File: src/rtl/mult_pkg.sv
// rtl/mult_pkg.sv - shared states, iteration count and Booth select codes
package mult_pkg;

    localparam int ITER_COUNT = 16;

    typedef enum logic [1:0] {
        IDLE,
        RUN,
        DONE
    } state_t;

    typedef enum logic [2:0] {
        ZERO,
        PM,
        P2M,
        NM,
        N2M
    } sel_t;

endpackage

File: src/rtl/booth_encoder.sv
// rtl/booth_encoder.sv - radix-4 Booth recoder for one overlapping bit triplet
module booth_encoder
    import mult_pkg::*;
(
    input  logic [2:0] bits,
    output sel_t       sel
);

    always_comb begin
        sel = ZERO;
        case (bits)
            3'b001, 3'b010: sel = PM;
            3'b011:         sel = P2M;
            3'b100:         sel = N2M;
            3'b101, 3'b110: sel = NM;
            default:        sel = ZERO;
        endcase
    end

endmodule

File: src/rtl/booth_mult_radix4.sv
// rtl/booth_mult_radix4.sv - sequential 32x32 signed radix-4 Booth multiplier
module booth_mult_radix4
    import mult_pkg::*;
(
    input  logic        clock,
    input  logic        reset_n,
    input  logic        ctrl_MULT,
    input  logic [31:0] data_operandA,
    input  logic [31:0] data_operandB,
    output logic [31:0] data_result,
    output logic        data_exception,
    output logic        data_resultRDY,
    output logic        busy
);

    state_t      state;
    state_t      state_nxt;
    logic [3:0]  cnt;
    logic [31:0] mcand;
    logic [66:0] prod;
    sel_t        sel;
    logic [33:0] m;
    logic [33:0] addend;
    logic [33:0] sum;
    logic [66:0] shifted;
    logic [63:0] product;

    booth_encoder u_enc (
        .bits (prod[2:0]),
        .sel  (sel)
    );

    always_ff @(posedge clock) begin
        if (!reset_n) begin
            state <= IDLE;
        end else begin
            state <= state_nxt;
        end
    end

    always_comb begin
        state_nxt = state;
        case (state)
            IDLE:    if (ctrl_MULT) state_nxt = RUN;
            RUN:     if (cnt == 4'(ITER_COUNT - 1)) state_nxt = DONE;
            DONE:    state_nxt = IDLE;
            default: state_nxt = IDLE;
        endcase
    end

    // Accumulator add followed by a 2-bit arithmetic shift of the whole register
    always_comb begin
        m = {{2{mcand[31]}}, mcand};
        addend = '0;
        case (sel)
            PM:      addend = m;
            P2M:     addend = m << 1;
            NM:      addend = -m;
            N2M:     addend = -(m << 1);
            default: addend = '0;
        endcase
        sum     = prod[66:33] + addend;
        shifted = {sum[33], sum[33], sum, prod[32:2]};
        product = prod[64:1];
    end

    always_ff @(posedge clock) begin
        if (!reset_n) begin
            cnt            <= '0;
            mcand          <= '0;
            prod           <= '0;
            data_result    <= '0;
            data_exception <= 1'b0;
            data_resultRDY <= 1'b0;
        end else begin
            data_resultRDY <= 1'b0;
            case (state)
                IDLE: begin
                    if (ctrl_MULT) begin
                        mcand <= data_operandA;
                        prod  <= {34'd0, data_operandB, 1'b0};
                        cnt   <= '0;
                    end
                end
                RUN: begin
                    prod <= shifted;
                    cnt  <= cnt + 4'd1;
                end
                DONE: begin
                    data_result    <= product[31:0];
                    data_exception <= (product[63:32] != {32{product[31]}});
                    data_resultRDY <= 1'b1;
                end
                default: ;
            endcase
        end
    end

    assign busy = (state != IDLE);

endmodule

File: config.mk
export PLATFORM = sky130hd
export DESIGN_NAME = booth_mult_radix4
export DESIGN_NICKNAME = d
export VERILOG_FILES = /design/src/rtl/mult_pkg.sv /design/src/rtl/booth_encoder.sv /design/src/rtl/booth_mult_radix4.sv
export SDC_FILE = /design/constraint.sdc
export NUM_CORES = 1
export LEC_CHECK = 0
export CORE_MARGIN = 2
export CORE_UTILIZATION = 33
export DETAILED_ROUTE_END_ITERATION = 16
export PLACE_DENSITY = 0.61
export RECOVER_POWER = 100
export SETUP_SLACK_MARGIN = 0.15
export SYNTH_ARGS = -nofsm -noshare
export SYNTH_HDL_FRONTEND = slang
export SYNTH_SLANG_ARGS = --single-unit
File: constraint.sdc
create_clock -name clock -period 5 [get_ports clock]
set_input_delay 0.75 -clock clock [delete_from_list [all_inputs] [get_ports clock]]
set_output_delay 0.75 -clock clock [all_outputs]
set_load 0.05 [all_outputs]
# After elaboration in Yosys (flattened, before gate mapping)
# Cells that the tools add are included.
[op_classes] reduce_logical=8 mux=10 eq_ne=16 add_sub_neg=4
[ops] operator="$pmux W34 S4" count=1
[ops] operator="$pmux W67 S2" count=1
[ops] operator="$neg A34 Y34" count=2
[ops] operator="$mux W67" count=1
[ops] operator="$add A34 B34 Y34" count=1
[ops] operator="$ne A32 B32 Y1" count=1
[ops] operator="$eq A3 B2 Y1 const B" count=4
[ops] operator="$eq A3 B3 Y1 const B" count=4
[ops] operator="$pmux W3 S4" count=1
[ops] operator="$pmux W4 S2" count=1
[ops] operator="$eq A3 B1 Y1 const B" count=2
[ops] operator="$reduce_and A2 Y1" count=3
[ops] operator="$add A4 B1 Y4 const B" count=1
[ops] operator="$eq A4 B4 Y1 const B" count=1
[ops] operator="$mux W2" count=2
[ops] operator="$mux W4" count=1
[ops] operator="$ne A2 B2 Y1 const B" count=2
[ops] operator="$pmux W2 S2" count=1
[ops] operator="$reduce_bool A2 Y1" count=2
[ops] operator="$reduce_or A2 Y1" count=2
[ops] operator="$eq A2 B1 Y1 const B" count=1
[ops] operator="$eq A2 B2 Y1 const B" count=1
[ops] operator="$logic_not A2 Y1" count=1
[ops] operator="$mux W1" count=1
[word_totals] output_inout_bits=35 ff_bits=139 inputBits=67

# Logic depth before layout (Yosys ltp)
# Gate-level depths: netlist of run 1.
[logic_depth] ltp_word=7 mapped_depth=22 mapped_depth_nobuf=20

# Cells and area by module
# Synthesis of run 1 repeated with hierarchy kept, for this count alone.
[hier_totals] cells_unflattened=1182 hier_area_um2=8526.9
[modules_own_cells] mod="booth_mult_radix4" n_inst=1 area_per_inst_um2=8493.1 cells_per_inst=1178
[modules_own_cells] mod="booth_encoder" n_inst=1 area_per_inst_um2=33.8 cells_per_inst=4

# Worst setup path after synthesis of run 1
# No wires, ideal clock.
[synth_timing] kind="register -> register" start="register mcand[0]" end="register prod[62]" setup_time_ns=0.062 arrival_ns=4.267 slack_ns=0.671 t_required_ns=4.938 n_path_buf=1 stages_incl_launch_ff=21 path_cell_list="dfxtp_1 > inv_1 > ha_1 > or3b_1 > nor3_2 > buf_2 > nand2b_1 > or4_1 > nand2_1 > xnor2_1 > a22oi_1 > o21ai_0 > ha_1 > nand2_1 > o21a_1 > a41o_1 > o31ai_2 > o31ai_1 > o21a_1 > or4_1 > nand3_1"
[synth_between] elab_chain_cells=4 elab_cells_between_ends=5
[synth_lines] item="start, declared" line="booth_mult_radix4.sv:19" text="logic [31:0] mcand;"
[synth_lines] item="start signal, assigned" line="booth_mult_radix4.sv:80" text="mcand <= data_operandA;"
[synth_lines] item="$neg A34 Y34, on equally long branches" line="booth_mult_radix4.sv:58, booth_mult_radix4.sv:59"
[synth_lines] item="$pmux W34 S4 (*)" line="booth_mult_radix4.sv:55" text="case (sel)"
[synth_lines] item="$add A34 B34 Y34 (*)" line="booth_mult_radix4.sv:62" text="sum = prod[66:33] + addend;"
[synth_lines] item="$pmux W67 S2 (*)" line="booth_mult_radix4.sv:77" text="case (state)"
[synth_lines] item="end signal, assigned" line="booth_mult_radix4.sv:81" text="prod <= {34'd0, data_operandB, 1'b0};"
[synth_lines] item="end signal, assigned" line="booth_mult_radix4.sv:86" text="prod <= shifted;"
[synth_lines] item="end, declared" line="booth_mult_radix4.sv:20" text="logic [66:0] prod;"
# Every way passes the cells marked *; elsewhere a longest branch is shown, timed or not.
# A chain may end at the register's enable or synchronous reset.

# Worst setup path after layout of run 1
# Ends and elaborated chain as after synthesis.

==> flow_summary_export.csv, run 1 <==
group,metric,value,unit
synth,syn_area_per_cell,7.288,um2
route,vias_per_cell,5.474,
floorplanning,ioPinCount,102,
place,gp_congestion,0.9273,
synth,yosys_warnings,0,
critical_path,cp.required,5.36,ns
sta,fin_crit_sh,0.9133,
floorplanning,rows,60,
global_route,grt_use_total,0.1914,
route,remaining_drc_errors,0,
floorplanning,die-area,28430,um2
global_route,grt_pass1_vias,8531,
sta,tightest_slew,2.606,ns
cells_and_area,finalNetCount,1389,
sta,timing_hold_violations_final,0,
global_route,grt-ovfl-total,0,
critical_path,crit_path_start_kind,"register",
sta,setup_viol,0,
critical_path,path_max_fanout,11,
synth,synthFlopType,"dfxtp_1",
place,hpwlAfterDp,19.00,mm
clocking,cts_hold_buf,0,
floorplanning,die_w,168.6,um
synth,ys_ff_latch,137,
route,ant_nets,0,
route,first_iter_violations,725,
synth,ys_seq_area_frac,0.3067,
synth,yosys-mux-area-fraction,0.002239,
synth,synthAdderAreaFrac,0.05121,
sta,slew_viol_final,136,
pwr,power.total,3.264,mW
status,outcome,"complete, but fails checks",
floorplanning,initial_utilization,0.3337,
route,wl,27.33,mm
job,maxCapViolCount,3,
critical_path,critPathArrivalTime,4.93,ns
sta,rsz0062_at_grt,"yes",
critical_path,endpoint_kind,"register",
global_route,grt_start_max_net_pins,69,
worst_hold_path,hold_depth,2,
synth,syn_inst,1227,
clocking,htree_levels,4,
synth,synth_compound_area_frac,0.2826,
clocking,numClockSinks,137,
global_route,grt_antenna_before_repair,1,
clocking,cts_tree,"yes",
critical_path,worstSetupPathType,"register to register",
worst_hold_path,worstHoldEndpoint,"data_result[23]$_SDFFE_PN0P_",
clocking,cts_buffer_depth,2,
critical_path,timing.rr.end,"prod[62]$_SDFFE_PN0P_",
sta,worst_hold_slack,0.4670,ns
clocking,cts_root_buf,"clkbuf_16",
sta,period_needed,4.567,ns
synth,synth_nets,1330,
route,drt_first_pass_iters,6,
global_route,grt_pass1_wl,44.11,mm
synth,synth_area,8942,um2
synth,synth_top_family_by_area,"compound AO/OA/AOI/OAI gates",
cells_and_area,mostFrequentLayoutCells,"nand2_1 (219), dfxtp_1 (137), nor2_1 (130), o21ai_0 (98), a21boi_0 (70)",
floorplanning,die_h,168.6,um
pwr,p_per_area,301.3,nW/um2
cells_and_area,layout_commonest_cell,"nand2_1",
synth,synth-xor-area-share,0.05751,
critical_path,timing.rr.start,"mcand[0]$_SDFFE_PN0P_",
sta,fmax,219.0,MHz
sta,final.setup.tns,0,ns
worst_hold_path,hp-start,"data_result[23]$_SDFFE_PN0P_",
critical_path,r2r_setup_slack,0.43,ns
synth,synth_edf_count,0,
cells_and_area,layout-drive-gt1-share,0.06005,
pwr,power_leakage,4.127,nW
pwr,max-vdd-ir-drop,175.2,uV
status,violations,"capacitance limit, slew limit",
worst_hold_path,hp-class,"register to register",
floorplanning,core-area,26800,um2
place,place.port_buffers,101,
sta,max_slew_margin,-0.7373,
critical_path,ff2ff_path_depth,20,
cells_and_area,area_delta_synth_final,21.13,%
sta,finalClockSkew,0.01806,ns
clocking,clkTransAtPathRegs,0.07,ns
clocking,cts_buffers,17,
synth,synth-simple-area-share,0.2530,
route,wl_per_cell,16.65,um
synth,ys_types,66,
route,vias,8983,
clocking,clkLatencyLatePin,0.43,ns
synth,synthArstFlopShare,0,
-- report_power, final --
| group | leakage (nW) | internal, mW | switching (mW) |
|---|---|---|---|
| combinational | 2.73 | 0.320 | 0.465 |
| sequential | 1.12 | 1.15 | 0.0807 |
| clock | 0.280 | 0.670 | 0.576 |
-- sequential cells by signal (all words and copies together) (netlist names) --
signal	cells
prod	65
data_result	32
mcand	32
cnt	4
state	2
data_exception	1
data_resultRDY	1
-- what timing repair did --
action / 4_1_cts / 5_1_grt
setup endpoints to repair: 0 / 3
buffers inserted: 0 / 1
resized for setup: 0 / 7
-- worst max path at each step --
stage / cells after the start / slack [ns] / start / to
after detailed placement: 20 / 0.47 / mcand[0]$_SDFFE_PN0P_ / prod[62]$_SDFFE_PN0P_
final: 20 / 0.43 / mcand[0]$_SDFFE_PN0P_ / prod[62]$_SDFFE_PN0P_
after CTS: 20 / 0.43 / mcand[0]$_SDFFE_PN0P_ / prod[62]$_SDFFE_PN0P_
after global routing: 18 / 0.05 / mcand[0]$_SDFFE_PN0P_ / prod[58]$_SDFFE_PN0P_
after floorplan: 20 / 0.67 / mcand[0]$_SDFFE_PN0P_ / prod[62]$_SDFFE_PN0P_
after global placement: 20 / 0.54 / mcand[0]$_SDFFE_PN0P_ / prod[62]$_SDFFE_PN0P_
-- metal layers --
metal,routed length [um],track usage,share of wire
met1,12020,0.2411,0.44
met2,12640,0.3117,0.46
met3,2027,0.05588,0.074
met4,644,0.06934,0.024
met5,0,0,0
-- cell usage after synthesis, drive strengths merged, types with 5 or more instances --
cell type,count,share of area
nand2,221,0.093
dfxtp,137,0.31
nor2,130,0.055
o21ai,102,0.057
clkbuf,78,0.033
a21boi,70,0.059
a21oi,66,0.037
nand3,37,0.023
o221ai,37,0.036
ha,35,0.049
xnor2,33,0.032
nor3,27,0.017
xor2,24,0.025
a22oi,21,0.018
and2,21,0.015
inv,21,0.0088
a21o,13,0.011
a31oi,12,0.0084
nand2b,12,0.0084
nand4,12,0.0084
nor2b,11,0.0077
a211oi,10,0.0084
buf,9,0.0048
nor4,8,0.0073
o21a,8,0.0067
o31ai,8,0.0073
or3,8,0.0073
o211ai,6,0.0050
o22ai,6,0.0042
o21bai,5,0.0042
or4,5,0.0050
-- stage by stage --
stage | cell area, um2 | util | cells | worst slack [ns]
2_1_floorplan | 8942 | - | 1227 | 0.6712
3_3_place_gp | 10250 | 0.3824 | 1607 | 0.5381
3_5_place_dp | 10250 | 0.3824 | 1607 | 0.4719
4_1_cts | 10820 | 0.4036 | 1639 | 0.4282
5_1_grt | 10830 | 0.4041 | 1640 | 0.04612
6_report | 10830 | 0.4042 | 1641 | 0.4333
-- cells by family (layout without fill, tap and decap cells) --
| family | Yosys count | in the layout |
|---|---|---|
| compound gates | 385 | 385 |
| xor+xnor | 57 | 57 |
| fa+ha+maj | 36 | 36 |
| buf+inv | 109 | 181 |
| flops | 137 | 137 |
| mux | 2 | 2 |
| other cells | 0 | 1 |
| simple gates | 501 | 501 |
-- worst max-delay path, cell delays in order, from the launching register on --
cell,delay (ns)
dfxtp_1,0.34
inv_1,0.08
ha_1,0.19
or3b_1,0.45
nor3_2,0.15
buf_6,0.18
nand2b_1,0.09
or4_1,0.45
nand2_1,0.11
xnor2_1,0.08
a21oi_1,0.16
o21ai_0,0.10
ha_1,0.37
nand2_1,0.12
o21a_1,0.20
a41o_1,0.27
o31ai_4,0.23
o31ai_1,0.13
o21a_1,0.21
or4_1,0.50
nand3_1,0.09
-- cell type report --
| type | instances | area [um2] |
|---|---|---|
| Fill cell | 2796 | 15970 |
| Sequential cell | 137 | 2743 |
| Timing Repair Buffer | 127 | 1202 |
| Inverter | 22 | 82.58 |
| Multi-Input combinational cell | 981 | 5808 |
| Tap cell | 341 | 426.7 |
| Clock buffer | 18 | 439.2 |
| Clock inverter | 14 | 127.6 |
| Antenna cell | 1 | 2.502 |
(Power assumes the default switching activity.)
==> run 2: changes to the inputs <==
--- a/config.mk
+++ b/config.mk
@@ -5,12 +5,14 @@
 export SDC_FILE = /design/constraint.sdc
 export NUM_CORES = 1
 export LEC_CHECK = 0
+export CORE_ASPECT_RATIO = 2
 export CORE_MARGIN = 2
 export CORE_UTILIZATION = 33
 export DETAILED_ROUTE_END_ITERATION = 16
 export PLACE_DENSITY = 0.61
 export RECOVER_POWER = 100
 export SETUP_SLACK_MARGIN = 0.15
+export SKIP_LAST_GASP = 1
 export SYNTH_ARGS = -nofsm -noshare
 export SYNTH_HDL_FRONTEND = slang
 export SYNTH_SLANG_ARGS = --single-unit
==> run 2 against run 1 <==
Net effect: the flow still finishes with violations (capacitance limit, slew limit); worst hold slack worse by 0.0022 ns; clock skew decreased by 0.013 ns; final cell count up 0.85%; sequential cell count unchanged; first-iteration DRC count fell by 29%; maximum frequency down 1.3%; highest routed layer unchanged.
==> flow_summary_export.csv, run 2 (same netlist as run 1, synthesis figures left out) <==
group,metric,value,unit
pwr,power.total,3.365,mW
cells_and_area,layout-drive-gt1-share,0.06809,
critical_path,crit_top_cell,"o21ai_1",
route,ant_nets,0,
global_route,grt_antenna_before_repair,0,
cells_and_area,multi_input_area,5806,um2
global_route,grt-ovfl-total,0,
critical_path,worst-path-buf-inv,2,
cells_and_area,finalNetCount,1397,
job,maxCapViolCount,2,
clocking,numClockSinks,137,
sta,worst_hold_slack,0.4648,ns
worst_hold_path,worstHoldEndpoint,"data_result[3]$_SDFFE_PN0P_",
route,drt_first_pass_iters,5,
critical_path,cp.required,5.37,ns
cells_and_area,largestRegisters,"prod (65), data_result (32), mcand (32)",
worst_hold_path,hp-class,"register to register",
place,gp_congestion,0.9516,
pwr,power_leakage,4.188,nW
sta,finalClockSkew,0.004749,ns
sta,setup_viol,0,
cells_and_area,mostFrequentLayoutCells,"nand2_1 (218), dfxtp_1 (137), nor2_1 (129), o21ai_0 (97), a21boi_0 (70)",
critical_path,startpoint,"mcand[0]$_SDFFE_PN0P_",
cells_and_area,top_register,"prod",
critical_path,crit_family,"simple AND/OR/NAND/NOR gates",
cells_and_area,nFillCells,2863,
floorplanning,initial_utilization,0.3337,
cells_and_area,antennaDiodeCount,0,
sta,rsz0062_at_grt,"no",
route,wl,31.32,mm
pwr,max-vdd-ir-drop,279.9,uV
cells_and_area,area_delta_synth_final,22.16,%
floorplanning,die_h,236.8,um
floorplanning,die_w,120.4,um
floorplanning,core-area,26800,um2
critical_path,worstSetupPathType,"register to register",
sta,max_slew_margin,-0.8608,
route,remaining_drc_errors,0,
critical_path,r2r_setup_slack,0.37,ns
clocking,cts_buffer_depth,2,
status,violations,"capacitance limit, slew limit",
floorplanning,ioPinCount,102,
critical_path,worst_path_largest_cell_delay,0.45,ns
clocking,cts_buffers,17,
route,vias,9160,
clocking,clkLatencyLatePin,0.44,ns
critical_path,crit_path_start_kind,"register",
critical_path,timing.rr.end,"prod[65]$_SDFFE_PN0P_",
sta,fin_crit_sh,0.9254,
cells_and_area,largest_reg_flops,65,
route,vias_per_cell,5.535,
sta,timing_hold_violations_final,0,
cells_and_area,layout_commonest_cell,"nand2_1",
critical_path,crit_slowest_cell,"or3b_1",
critical_path,ff2ff_path_depth,21,
critical_path,endpoint_kind,"register",
critical_path,timing.rr.start,"mcand[0]$_SDFFE_PN0P_",
clocking,htree_levels,4,
critical_path,path_cells,"inv_1 -> ha_1 -> or3b_1 -> nor3_2 -> buf_6 -> nand3_2 -> or3_1 -> or3_4 -> nand2_2 -> xor2_2 -> o21ai_1 -> ha_2 -> nand4_1 -> nor2_2 -> o21ai_0 -> a31oi_1 -> o21ai_1 -> a41oi_1 -> xor2_1 -> a21oi_1 -> o22ai_1",
worst_hold_path,hp-start,"data_result[3]$_SDFFE_PN0P_",
clocking,cts_root_buf,"clkbuf_16",
sta,final.setup.tns,0,ns
floorplanning,rows,85,
clocking,clkTransAtPathRegs,0.06,ns
global_route,grt_pass1_wl,48.84,mm
place,place.port_buffers,101,
route,first_iter_violations,518,
critical_path,path_max_fanout,11,
sta,tightest_slew,2.791,ns
worst_hold_path,hold_depth,2,
global_route,grt_start_max_net_pins,70,
pwr,p_per_area,308.0,nW/um2
critical_path,critPathArrivalTime,4.99,ns
sta,fmax,216.1,MHz
floorplanning,die-area,28510,um2
cells_and_area,seqCellArea,2743,um2
place,hpwlAfterDp,23.03,mm
route,wl_per_cell,18.92,um
global_route,grt_pass1_vias,9116,
global_route,grt_use_total,0.2218,
sta,period_needed,4.627,ns
sta,slew_viol_final,104,
clocking,cts_tree,"yes",
status,outcome,"complete, but fails checks",
[run 2: what timing repair did]
action / in CTS / in global routing
endpoints found under the setup margin: 0 / 4
gates resized for setup: 0 / 9
buffers inserted: 0 / 2
hold buffers: 0 / 0
[run 2: metal layers]
layer  routed length, um  global-route usage  vias up
met1               10900              0.2138     4297
met2               16530              0.4030      291
met4                2509              0.1755        0
met3                1372             0.04143       99
li1                    -                   -     4473
met5                   0                   0        -
[run 2: per-stage QoR]
step                utilization  area [um2]  setup WS, ns  cells
floorplan                     -        8942        0.6712   1227
global placement         0.3843       10300        0.2307   1621
detailed placement       0.3843       10300        0.2401   1621
CTS                      0.4067       10900        0.2114   1653
global route             0.4076       10920       0.08040   1655
finish                   0.4076       10920        0.3729   1655
[run 2: worst max-delay path by stage]
stage / to / slack [ns] / depth (start not counted)
6_report: prod[65]$_SDFFE_PN0P_ / 0.37 / 21
5_1_grt: prod[65]$_SDFFE_PN0P_ / 0.08 / 21
4_1_cts: prod[65]$_SDFFE_PN0P_ / 0.21 / 21
3_5_place_dp: prod[65]$_SDFFE_PN0P_ / 0.24 / 19
3_3_place_gp: prod[65]$_SDFFE_PN0P_ / 0.23 / 21
2_1_floorplan: prod[62]$_SDFFE_PN0P_ / 0.67 / 20
[run 2: worst min-delay path, stage by stage (launching register included)]
cell and delay [ns]:
dfxtp_1 0.30, nand2_1 0.04, a21boi_0 0.06
[run 2: power by group]
part           leakage [nW]  switching [mW]  internal (mW)
clock network         0.292           0.505          0.787
logic                  2.78           0.505          0.332
registers              1.12          0.0829           1.15
[run 2: area by class of cell]
type,count,area share
Multi-Input combinational cell,981,0.5314
Sequential cell,137,0.2511
Timing Repair Buffer,135,0.1151
Clock buffer,22,0.04432
Tap cell,348,0.03986
Clock inverter,10,0.01065
Inverter,22,0.007559
==> run 3: changes to the inputs <==
--- a/config.mk
+++ b/config.mk
@@ -5,8 +5,9 @@
 export SDC_FILE = /design/constraint.sdc
 export NUM_CORES = 1
 export LEC_CHECK = 0
+export CAP_MARGIN = 30
 export CORE_ASPECT_RATIO = 2
-export CORE_MARGIN = 2
+export CORE_MARGIN = 3
 export CORE_UTILIZATION = 33
 export DETAILED_ROUTE_END_ITERATION = 16
 export PLACE_DENSITY = 0.61
==> run 3 against run 2 <==
Net effect: the flow still finishes with violations (capacitance limit, slew limit); worst hold slack got worse by 0.0038 ns; power shrank 0.18%; sequential cell count stayed put; critical path depth is the same; highest routed layer unchanged.
==> flow_summary_export.csv, run 3 (same netlist as run 1, synthesis figures left out) <==
group,metric,value,unit
worst_hold_path,hp-class,"register to register",
critical_path,endpoint_kind,"register",
cells_and_area,final_cells,1646,
cells_and_area,stdcell_area,10870,um2
critical_path,cp.required,5.37,ns
cells_and_area,mostFrequentLayoutCells,"nand2_1 (219), dfxtp_1 (137), nor2_1 (130), o21ai_0 (98), a21boi_0 (70)",
worst_hold_path,worstHoldEndpoint,"data_result[12]$_SDFFE_PN0P_",
place,post_dp_cell_area,10270,um2
sta,finalClockSkew,0.007400,ns
floorplanning,core-area,26490,um2
critical_path,critPathArrivalTime,4.99,ns
clocking,numClockSinks,137,
cells_and_area,nFillCells,2777,
global_route,grt_antenna_before_repair,0,
critical_path,path_cells,"inv_1 -> ha_1 -> or3b_1 -> nor3_4 -> buf_4 -> nand3_2 -> or3_4 -> or3_4 -> nand2_2 -> xor2_2 -> o21ai_1 -> ha_2 -> nand4_1 -> nor2_1 -> o21ai_0 -> a31oi_1 -> o21ai_0 -> a41oi_1 -> xor2_1 -> a21oi_1 -> o22ai_1",
clocking,cts_buffer_depth,2,
worst_hold_path,hold_depth,2,
critical_path,timing.rr.start,"mcand[0]$_SDFFE_PN0P_",
clocking,cts_tree,"yes",
pwr,p_per_area,308.9,nW/um2
pwr,p_seq_frac,0.368,
sta,setup_viol,0,
floorplanning,die-area,29230,um2
place,gp_congestion,0.9765,
critical_path,ff2ff_path_depth,21,
clocking,clkTransAtPathRegs,0.06,ns
cells_and_area,area_delta_synth_final,21.60,%
floorplanning,initial_utilization,0.3376,
place,place_ws,0.3875,ns
global_route,grt_start_max_net_pins,71,
pwr,p_int,2.273,mW
sta,worst_hold_slack,0.4610,ns
place,dp_cells,1611,
route,vias_per_cell,5.606,
pwr,switchingPower,1.086,mW
place,hpwlAfterDp,22.76,mm
job,maxCapViolCount,4,
sta,max_slew_margin,-0.4360,
sta,rsz0062_at_grt,"no",
cells_and_area,antennaDiodeCount,0,
cells_and_area,layout_commonest_cell,"nand2_1",
route,wl_per_cell,18.79,um
floorplanning,ioPinCount,102,
critical_path,worstSetupPathType,"register to register",
sta,final.setup.tns,0,ns
global_route,grt-ovfl-total,0,
critical_path,worst_path_largest_cell_delay,0.47,ns
route,drt_first_pass_iters,5,
critical_path,crit_slowest_cell,"or3b_1",
clocking,cts_buffers,17,
clocking,clkLatencyLatePin,0.44,ns
pwr,p_sw_frac,0.3232,
sta,tightest_slew,2.154,ns
floorplanning,die_h,238.8,um
route,vias,9227,
cells_and_area,largest_reg_flops,65,
pwr,power_leakage,4.142,nW
clocking,cts_root_buf,"clkbuf_16",
route,remaining_drc_errors,0,
critical_path,r2r_setup_slack,0.38,ns
global_route,grt_pass1_vias,9279,
cells_and_area,layout-drive-gt1-share,0.05914,
cells_and_area,top_register,"prod",
critical_path,timing.rr.end,"prod[65]$_SDFFE_PN0P_",
worst_hold_path,hp-start,"data_result[12]$_SDFFE_PN0P_",
sta,slew_viol_final,158,
route,ant_nets,0,
pwr,max-vdd-ir-drop,237.6,uV
sta,fin_crit_sh,0.9239,
status,outcome,"complete, but fails checks",
sta,period_needed,4.620,ns
global_route,grt_use_total,0.2128,
global_route,grt_pass1_wl,48.51,mm
critical_path,crit_path_start_kind,"register",
cells_and_area,finalNetCount,1393,
status,violations,"capacitance limit, slew limit",
critical_path,path_max_fanout,9,
sta,fmax,216.5,MHz
floorplanning,rows,84,
place,place.port_buffers,101,
sta,setup_slack,0.3805,ns
route,wl,30.92,mm
route,first_iter_violations,573,
pwr,power.share.clock,0.386,
cells_and_area,largestRegisters,"prod (65), data_result (32), mcand (32)",
pwr,pwr-share-comb,0.246,
sta,timing_hold_violations_final,0,
floorplanning,die_w,122.4,um
clocking,htree_levels,4,
[run 3: area by class of cell]
type / instances / area (um2) / share of cell area
repair buffers: 131 / 1224 / 0.1125
clock buffers: 20 / 446.7 / 0.04108
well taps: 344 / 430.4 / 0.03958
clock inverters: 11 / 146.4 / 0.01346
multi-input cells: 981 / 5802 / 0.5335
flip-flops and latches: 137 / 2743 / 0.2522
inverters: 22 / 82.58 / 0.007594
[run 3: timing repair]
action / 4_1_cts / 5_1_grt
hold buffers: 0 / 0
setup buffers: 0 / 4
gates resized for setup: 0 / 7
setup endpoints to repair: 0 / 8
[run 3: power by group through the flow]
stage	clock network, mW	registers [mW]	logic [mW]
2_1_floorplan	0	1.22	0.562
3_3_place_gp	0	1.26	0.800
3_5_place_dp	0	1.26	0.808
4_1_cts	1.33	1.24	0.812
5_1_grt	1.37	1.25	0.904
6_report	1.30	1.24	0.826
[run 3: routing by layer]
metal / share of wire / vias up / track usage
met2: 0.53 / 312 / 0.3931
li1: - / 4480 / -
met4: 0.076 / 0 / 0.1533
met5: 0 / - / 0
met1: 0.35 / 4326 / 0.2075
met3: 0.045 / 109 / 0.03599
[run 3: through the flow]
stage	power (mW)	util
after detailed placement	2.067	0.3878
after floorplan	1.782	-
final	3.359	0.4106
after CTS	3.379	0.4101
after global routing	3.518	0.4106
after global placement	2.058	0.3873
[run 3: worst max-delay path by stage]
stage                          startpoint                     to  slack, ns  depth (start not counted)
CTS                 mcand[0]$_SDFFE_PN0P_  prod[65]$_SDFFE_PN0P_       0.36                         21
finish              mcand[0]$_SDFFE_PN0P_  prod[65]$_SDFFE_PN0P_       0.38                         21
global route        mcand[1]$_SDFFE_PN0P_  prod[62]$_SDFFE_PN0P_       0.07                         19
detailed placement  mcand[0]$_SDFFE_PN0P_  prod[65]$_SDFFE_PN0P_       0.39                         20
floorplan           mcand[0]$_SDFFE_PN0P_  prod[62]$_SDFFE_PN0P_       0.67                         20
global placement    mcand[0]$_SDFFE_PN0P_  prod[65]$_SDFFE_PN0P_       0.49                         21
[run 3: worst max-delay path: cells and delay by family, from the launching register on]
kind / cells / cell delay (ns)
simple gates: 8 / 1.95
compound gates: 7 / 1.01
fa+ha+maj: 2 / 0.61
xor+xnor: 2 / 0.35
flops: 1 / 0.33
buf+inv: 2 / 0.29
